===== config.mk =====
export PLATFORM = sky130hd
export DESIGN_NAME = pll_startup_ctrl
export DESIGN_NICKNAME = d
export VERILOG_FILES = /design/src/rtl/pll_startup_ctrl.sv
export SDC_FILE = /design/constraint.sdc
export NUM_CORES = 1
export LEC_CHECK = 0
export BUFFER_PORTS_ARGS = -buffer_cell sky130_fd_sc_hd__buf_4
export CORE_ASPECT_RATIO = 1.1
export CORE_MARGIN = 2
export CORE_UTILIZATION = 36
export DETAILED_ROUTE_END_ITERATION = 6
export SLEW_MARGIN = 20
export SYNTH_ARGS = -nofsm -noshare
export SYNTH_HDL_FRONTEND = slang
export SYNTH_SLANG_ARGS = --single-unit

===== constraint.sdc =====
create_clock -name i_clk -period 9.7 [get_ports i_clk]
set_clock_uncertainty 0.15 [all_clocks]
set_input_delay 0.485 -clock i_clk [delete_from_list [all_inputs] [get_ports i_clk]]
set_output_delay 0.485 -clock i_clk [all_outputs]
set_load 0.005 [all_outputs]

===== src/rtl/pll_startup_ctrl.sv =====
// Power-up, bias auto-trim and lock supervision for the 8x PLL, clocked by the PLL reference.
// Build option PLL_TRIM_OVERRIDE_EN adds a fixed trim-code override sampled while OFF.
module pll_startup_ctrl #(
   parameter int         BIAS_CYC   = 64,
   parameter int         SETTLE_CYC = 512,
   parameter int         WINDOW     = 256,
   parameter int         TARGET     = 32,
   parameter int         TOL        = 1,
   parameter logic [3:0] TRIM_INIT  = 4'd8,
   parameter int         MAX_RETRY  = 16,
   parameter int         LOSS_CNT   = 2
) (
   input  logic       i_clk,
   input  logic       i_resetn,
   input  logic       i_enable,
   input  logic       i_pll_div,
`ifdef PLL_TRIM_OVERRIDE_EN
   input  logic       i_trim_ovr,
   input  logic [3:0] i_trim_ovr_val,
`endif
   output logic       o_en_cp,
   output logic       o_en_vco,
   output logic [3:0] o_trim,
   output logic       o_clk_sel,
   output logic       o_locked,
   output logic       o_fail,
   output logic [2:0] o_state,
   output logic [8:0] o_meas_cnt
);

   // state  | meaning
   // OFF    | everything disabled, trim reloaded, waiting for enable
   // BIAS   | charge pump up, bias settling
   // VCO    | VCO running, settling after start or trim change
   // MEAS   | one frequency window being counted
   // TRIM   | single-cycle bias code step
   // LOCKED | core clock on PLL, windows checked back-to-back
   // FAIL   | trim range or retries exhausted, held until enable drops
   typedef enum logic [2:0] {
      S_OFF    = 3'd0,
      S_BIAS   = 3'd1,
      S_VCO    = 3'd2,
      S_MEAS   = 3'd3,
      S_TRIM   = 3'd4,
      S_LOCKED = 3'd5,
      S_FAIL   = 3'd6
   } state_t;

   localparam logic [9:0] BIAS_LD   = 10'(BIAS_CYC - 1);
   localparam logic [9:0] SETTLE_LD = 10'(SETTLE_CYC - 1);
   localparam logic [9:0] WIN_LD    = 10'(WINDOW - 1);
   localparam logic [8:0] CNT_LO    = 9'(TARGET - TOL);
   localparam logic [8:0] CNT_HI    = 9'(TARGET + TOL);
   localparam logic [4:0] RETRY_MAX = 5'(MAX_RETRY);
   localparam logic [1:0] LOSS_LAST = 2'(LOSS_CNT - 1);

   state_t     r_state, w_state_nx;
   logic [9:0] r_timer, w_timer_nx;
   logic [8:0] r_win, w_win_nx, w_win_end;
   logic [8:0] r_meas, w_meas_nx;
   logic [3:0] r_trim, w_trim_nx, w_trim_load;
   logic [4:0] r_retry, w_retry_nx;
   logic [1:0] r_bad, w_bad_nx;
   logic       r_dir_up, w_dir_up_nx;
   logic [2:0] r_div_sync;
   logic       w_div_rise, w_tc, w_low, w_high, w_good, w_step_blk;
   logic       w_ovr;
   logic [3:0] w_ovr_code;
   logic       r_en_cp, r_en_vco, r_clk_sel, r_locked, r_fail;

   always_ff @(posedge i_clk or negedge i_resetn) begin
      if (!i_resetn) r_div_sync <= '0;
      else           r_div_sync <= {r_div_sync[1:0], i_pll_div};
   end

   assign w_div_rise = r_div_sync[1] & ~r_div_sync[2];

`ifdef PLL_TRIM_OVERRIDE_EN
   logic       r_ovr;
   logic [3:0] r_ovr_val;

   always_ff @(posedge i_clk or negedge i_resetn) begin
      if (!i_resetn) begin
         r_ovr     <= 1'b0;
         r_ovr_val <= '0;
      end else if (r_state == S_OFF) begin
         r_ovr     <= i_trim_ovr;
         r_ovr_val <= i_trim_ovr_val;
      end
   end

   // Live inputs while OFF so the code is already in place on the way out of OFF.
   assign w_ovr      = (r_state == S_OFF) ? i_trim_ovr     : r_ovr;
   assign w_ovr_code = (r_state == S_OFF) ? i_trim_ovr_val : r_ovr_val;
`else
   assign w_ovr      = 1'b0;
   assign w_ovr_code = TRIM_INIT;
`endif

   assign w_trim_load = w_ovr ? w_ovr_code : TRIM_INIT;
   assign w_tc        = (r_timer == '0);
   // An edge seen on the last window cycle belongs to the ending window.
   assign w_win_end   = (w_div_rise && (r_win != 9'd511)) ? r_win + 9'd1 : r_win;
   assign w_low       = (w_win_end < CNT_LO);
   assign w_high      = (w_win_end > CNT_HI);
   assign w_good      = !w_low && !w_high;
   assign w_step_blk  = w_ovr ? 1'b0 :
                        ((r_dir_up ? (r_trim == 4'd15) : (r_trim == 4'd0)) || (r_retry == RETRY_MAX));

   always_comb begin
      w_state_nx  = r_state;
      w_timer_nx  = w_tc ? r_timer : r_timer - 10'd1;
      w_win_nx    = w_win_end;
      w_meas_nx   = r_meas;
      w_trim_nx   = r_trim;
      w_retry_nx  = r_retry;
      w_bad_nx    = r_bad;
      w_dir_up_nx = r_dir_up;
      if (!i_enable) begin
         w_state_nx = S_OFF;
         w_timer_nx = '0;
         w_win_nx   = '0;
         w_meas_nx  = '0;
         w_trim_nx  = w_trim_load;
         w_retry_nx = '0;
         w_bad_nx   = '0;
      end else begin
         case (r_state)
            S_OFF: begin
               w_state_nx = S_BIAS;
               w_timer_nx = BIAS_LD;
               w_trim_nx  = w_trim_load;
               w_retry_nx = '0;
            end
            S_BIAS: if (w_tc) begin
               w_state_nx = S_VCO;
               w_timer_nx = SETTLE_LD;
            end
            S_VCO: if (w_tc) begin
               w_state_nx = S_MEAS;
               w_timer_nx = WIN_LD;
               w_win_nx   = '0;
            end
            S_MEAS: if (w_tc) begin
               w_meas_nx   = w_win_end;
               w_win_nx    = '0;
               w_dir_up_nx = w_low;
               if (w_good) begin
                  w_state_nx = S_LOCKED;
                  w_timer_nx = WIN_LD;
                  w_bad_nx   = '0;
               end else if (w_ovr) begin
                  w_state_nx = S_FAIL;
               end else begin
                  w_state_nx = S_TRIM;
               end
            end
            S_TRIM: begin
               if (w_step_blk) begin
                  w_state_nx = S_FAIL;
               end else begin
                  w_state_nx = S_VCO;
                  w_timer_nx = SETTLE_LD;
                  if (!w_ovr) begin
                     w_retry_nx = r_retry + 5'd1;
                     w_trim_nx  = r_dir_up ? r_trim + 4'd1 : r_trim - 4'd1;
                  end
               end
            end
            S_LOCKED: if (w_tc) begin
               w_meas_nx  = w_win_end;
               w_win_nx   = '0;
               w_timer_nx = WIN_LD;
               if (w_good) begin
                  w_bad_nx = '0;
               end else if (r_bad == LOSS_LAST) begin
                  w_state_nx  = S_TRIM;
                  w_dir_up_nx = w_low;
                  w_bad_nx    = '0;
               end else begin
                  w_bad_nx = r_bad + 2'd1;
               end
            end
            S_FAIL: w_state_nx = S_FAIL;
            default: w_state_nx = S_OFF;
         endcase
      end
   end

   // Outputs are decoded from the next state so they are registered yet change with the state.
   always_ff @(posedge i_clk or negedge i_resetn) begin
      if (!i_resetn) begin
         r_state   <= S_OFF;
         r_timer   <= '0;
         r_win     <= '0;
         r_meas    <= '0;
         r_trim    <= TRIM_INIT;
         r_retry   <= '0;
         r_bad     <= '0;
         r_dir_up  <= 1'b0;
         r_en_cp   <= 1'b0;
         r_en_vco  <= 1'b0;
         r_clk_sel <= 1'b0;
         r_locked  <= 1'b0;
         r_fail    <= 1'b0;
      end else begin
         r_state   <= w_state_nx;
         r_timer   <= w_timer_nx;
         r_win     <= w_win_nx;
         r_meas    <= w_meas_nx;
         r_trim    <= w_trim_nx;
         r_retry   <= w_retry_nx;
         r_bad     <= w_bad_nx;
         r_dir_up  <= w_dir_up_nx;
         r_en_cp   <= (w_state_nx == S_BIAS) || (w_state_nx == S_VCO) || (w_state_nx == S_MEAS) ||
                      (w_state_nx == S_TRIM) || (w_state_nx == S_LOCKED);
         r_en_vco  <= (w_state_nx == S_VCO) || (w_state_nx == S_MEAS) ||
                      (w_state_nx == S_TRIM) || (w_state_nx == S_LOCKED);
         r_clk_sel <= (w_state_nx == S_LOCKED);
         r_locked  <= (w_state_nx == S_LOCKED);
         r_fail    <= (w_state_nx == S_FAIL);
      end
   end

   assign o_en_cp    = r_en_cp;
   assign o_en_vco   = r_en_vco;
   assign o_trim     = r_trim;
   assign o_clk_sel  = r_clk_sel;
   assign o_locked   = r_locked;
   assign o_fail     = r_fail;
   assign o_state    = r_state;
   assign o_meas_cnt = r_meas;

endmodule

==> results.tsv <==
metric	value	unit
clk_latency	0.31	ns
drt_iter0_drc	142	
final_wtd_congestion	0.889	
tritoncts	done	
grt_first_pass_wirelength	11600	um
critical_path.reg2reg.startpoint	r_win[0]$_DFF_PN0_	
synthesis.area_per_instance	9.15	um2
sequential_share_of_the_synthesized_area	0.432	
core_occupancy_in_the_finished_layout	0.416	
ys_warn_count	0	
number_of_flops_mapped_to_enable_cells_by_yosys	0	
post_synth_most_frequent_cells	sky130_fd_sc_hd__dfrtp_1, sky130_fd_sc_hd__nor2_1, sky130_fd_sc_hd__nand2_1	
grt_start_max_net_pins	51	
ctsLongestPathBuffers	2	
clock_power_share	0.310	
wl_met1	3020	um
routed.top_layer	met4	
tightest_slew	0.897	ns
data_required_time_of_the_critical_path	9.72	ns
antenna_violations_before_repair	0	
grt_remaining_overflow	0	
worstPathBufferInverterCount	0	
layout_worst_path_cycle_share	0.362	
flow.area_growth_from_synthesis	12.9	%
finalMaxSlewViolations	0	
unrepaired_setup_endpoints_after_global_routing	no	
crit_chain	ha_1 > nand2_1 > nor2_1 > and3_1 > ha_1 > nor3b_4 > nand4_1 > xor2_1 > and4bb_2 > o211a_1 > o21ai_0 > a21oi_1	
leakage	0.00144	uW
worstSetupStartpointType	register	
critical-path-max-stage-delay	0.44	ns
power_frac_seq	0.490	
final-hold-violation-count	0	
ys_top_cells_by_area	sky130_fd_sc_hd__dfrtp_1, sky130_fd_sc_hd__nor2_1, sky130_fd_sc_hd__nand2_1, sky130_fd_sc_hd__o31ai_1, sky130_fd_sc_hd__ha_1	
switchingPower	147	uW
first_global_vias	2340	
ant_nets	0	
hpwl	4790	um
async_flop_share	1.00	
critPathMaxFanout	9	
vias	2448	
cts.clk_slew.worst_paths	0.09	ns
instances_no_fill	444	
p_int	335	uW
tritoncts_num_sinks	50	
initial_core_util	0.369	
cts_resized	0	
maxSlewHeadroom	0.394	
syn_area	0.00290	mm2
crit_path_slowest_cell	sky130_fd_sc_hd__dfrtp_1	
crit_path_end_kind	register	
cts_max_level	2	
fin_setup_tns	0	ns
ys_dominant_reg_cell	sky130_fd_sc_hd__dfrtp_1	
core_box_area	0.00787	mm2
drcViolationCount	0	
maxCapViolCount	0	
detail_route.wirelength	6730	um
synth.top_cell.area_share	0.423	
wl_met2	3180	um
synth_seq_cells	50	
number_of_different_library_cells_in_the_post_synthesis_netlist	60	
i_o_pins	25	
grt_usage	0.163	
finalInstanceArea	0.00328	mm2
yosys.area.top_type	sky130_fd_sc_hd__dfrtp_1	
run_status	completed	
wire_per_inst	15.2	um
final_period_minus_worst_setup_slack	3.51	ns
setup_viol_count_final	0	
finish.net_count	348	
cts.root.buffer_cell	sky130_fd_sc_hd__clkbuf_8	
synthMostInstantiatedCell	sky130_fd_sc_hd__dfrtp_1	
critPathMostFrequentCell	sky130_fd_sc_hd__ha_1	
die_area	0.00880	mm2
p_per_area	147	mW/mm2
worst_ir_drop_vdd	0.0000581	V
cp-startpoint	r_win[0]$_DFF_PN0_	
ff2ff_setup_slack	6.19	ns
r2r_end	r_timer[4]$_DFF_PN0_	
antenna_cells	0	
layout-drive-gt1-share	0.137	
die_h	98.2	um
route.met3.wl	317	um
ff2ff_path_depth	12	
share_comb_of_total_power	0.200	
chipWidth	89.6	um
synth_fp_nets	330	
avg_vias_per_cell	5.51	
tritoncts.num_buffers	5	
path_delay_family	simple AND/OR/NAND/NOR gates	
placed_instance_area	0.00316	mm2
hold_removal_path_class	in -> async	
dpl.cell_count	436	
portBuffers	24	
drt_pre_antenna_iters	4	
fmax	285	MHz
cts.repair_timing.setup_buffer_count	0	
synthCells	317	
floorplan.rows	34	
switching_share	0.305	
critical_path_class	reg -> reg	
arr_time_crit_path	3.53	ns
ctsHoldBuffers	0	
[power groups by stage]
stage	logic [uW]	clock network [uW]	registers [uW]
after CTS	96.4	155	236
after detailed placement	96.0	0	240
after global routing	110	162	239
final	96.2	150	236
after floorplan	74.1	0	233
after global placement	94.5	0	240
[logic make-up (layout without fill, tap and decap cells)]
logic type,count (synthesis),count (layout),share of synthesized area
XOR/XNOR,16,16,0.0483
multiplexers,5,5,0.0172
AO/OA/AOI/OAI,81,81,0.194
AND/OR/NAND/NOR,127,127,0.227
flip-flops,50,50,0.432
adder cells (fa/ha/maj),9,9,0.0414
buffers and inverters,29,48,0.0405
[worst max path at each step]
| stage | cells after the start | end |
|---|---|---|
| after floorplan | 12 | r_bad[0]$_DFFE_PN0P_ |
| after global placement | 12 | r_timer[6]$_DFF_PN0_ |
| after detailed placement | 12 | r_timer[4]$_DFF_PN0_ |
| after CTS | 12 | r_timer[4]$_DFF_PN0_ |
| after global routing | 12 | r_timer[2]$_DFF_PN0_ |
| final | 12 | r_timer[4]$_DFF_PN0_ |
[layer usage]
layer	global-route usage	vias up
li1	-	1184
met1	0.229	1174
met2	0.249	72
met3	0.0304	18
met4	0.0597	0
met5	0	-
[cells in the final DEF, fill, tap and decap left out, drive strengths merged, types with 4 or more instances in the layout]
cell and instances:
o31ai 15, o21ai 21, a21o 4, mux2i 5, xnor2 8, and3 6, nand3 12, buf 25
ha 8, dfrtp 49, nor2 35, xor2 8, nor2b 6, inv 14, a21oi 18, nor3 6
nor4 6, nand2 34, clkbuf 5
[registers in the layout, indices dropped and copies added (netlist names)]
signal / flops
o_fail: 1
o_trim: 4
o_meas_cnt: 9
r_bad: 2
r_retry: 5
o_state: 3
o_en_vco: 1
r_dir_up: 1
o_en_cp: 1
r_win: 9
o_locked: 1
r_timer: 10
r_div_sync: 3
[metrics by stage]
stage               total power [uW]  hold WS (ns)  setup slack [ns]
floorplan                        307        0.0394              6.62
global placement                 335         0.185              6.37
detailed placement               336         0.188              6.21
CTS                              487        0.0796              6.20
global route                     511         0.111              5.88
finish                           482        0.0478              6.19
[area by class of cell]
| cell class | count | area [um2] |
|---|---|---|
| clock buffers | 5 | 68.8 |
| clock inverters | 3 | 45.0 |
| fillers | 789 | 4590 |
| inverters | 15 | 56.3 |
| multi-input cells | 238 | 1530 |
| flip-flops and latches | 50 | 1250 |
| well taps | 108 | 135 |
| repair buffers | 25 | 188 |
Note: power is estimated with default switching activity, not from simulation.
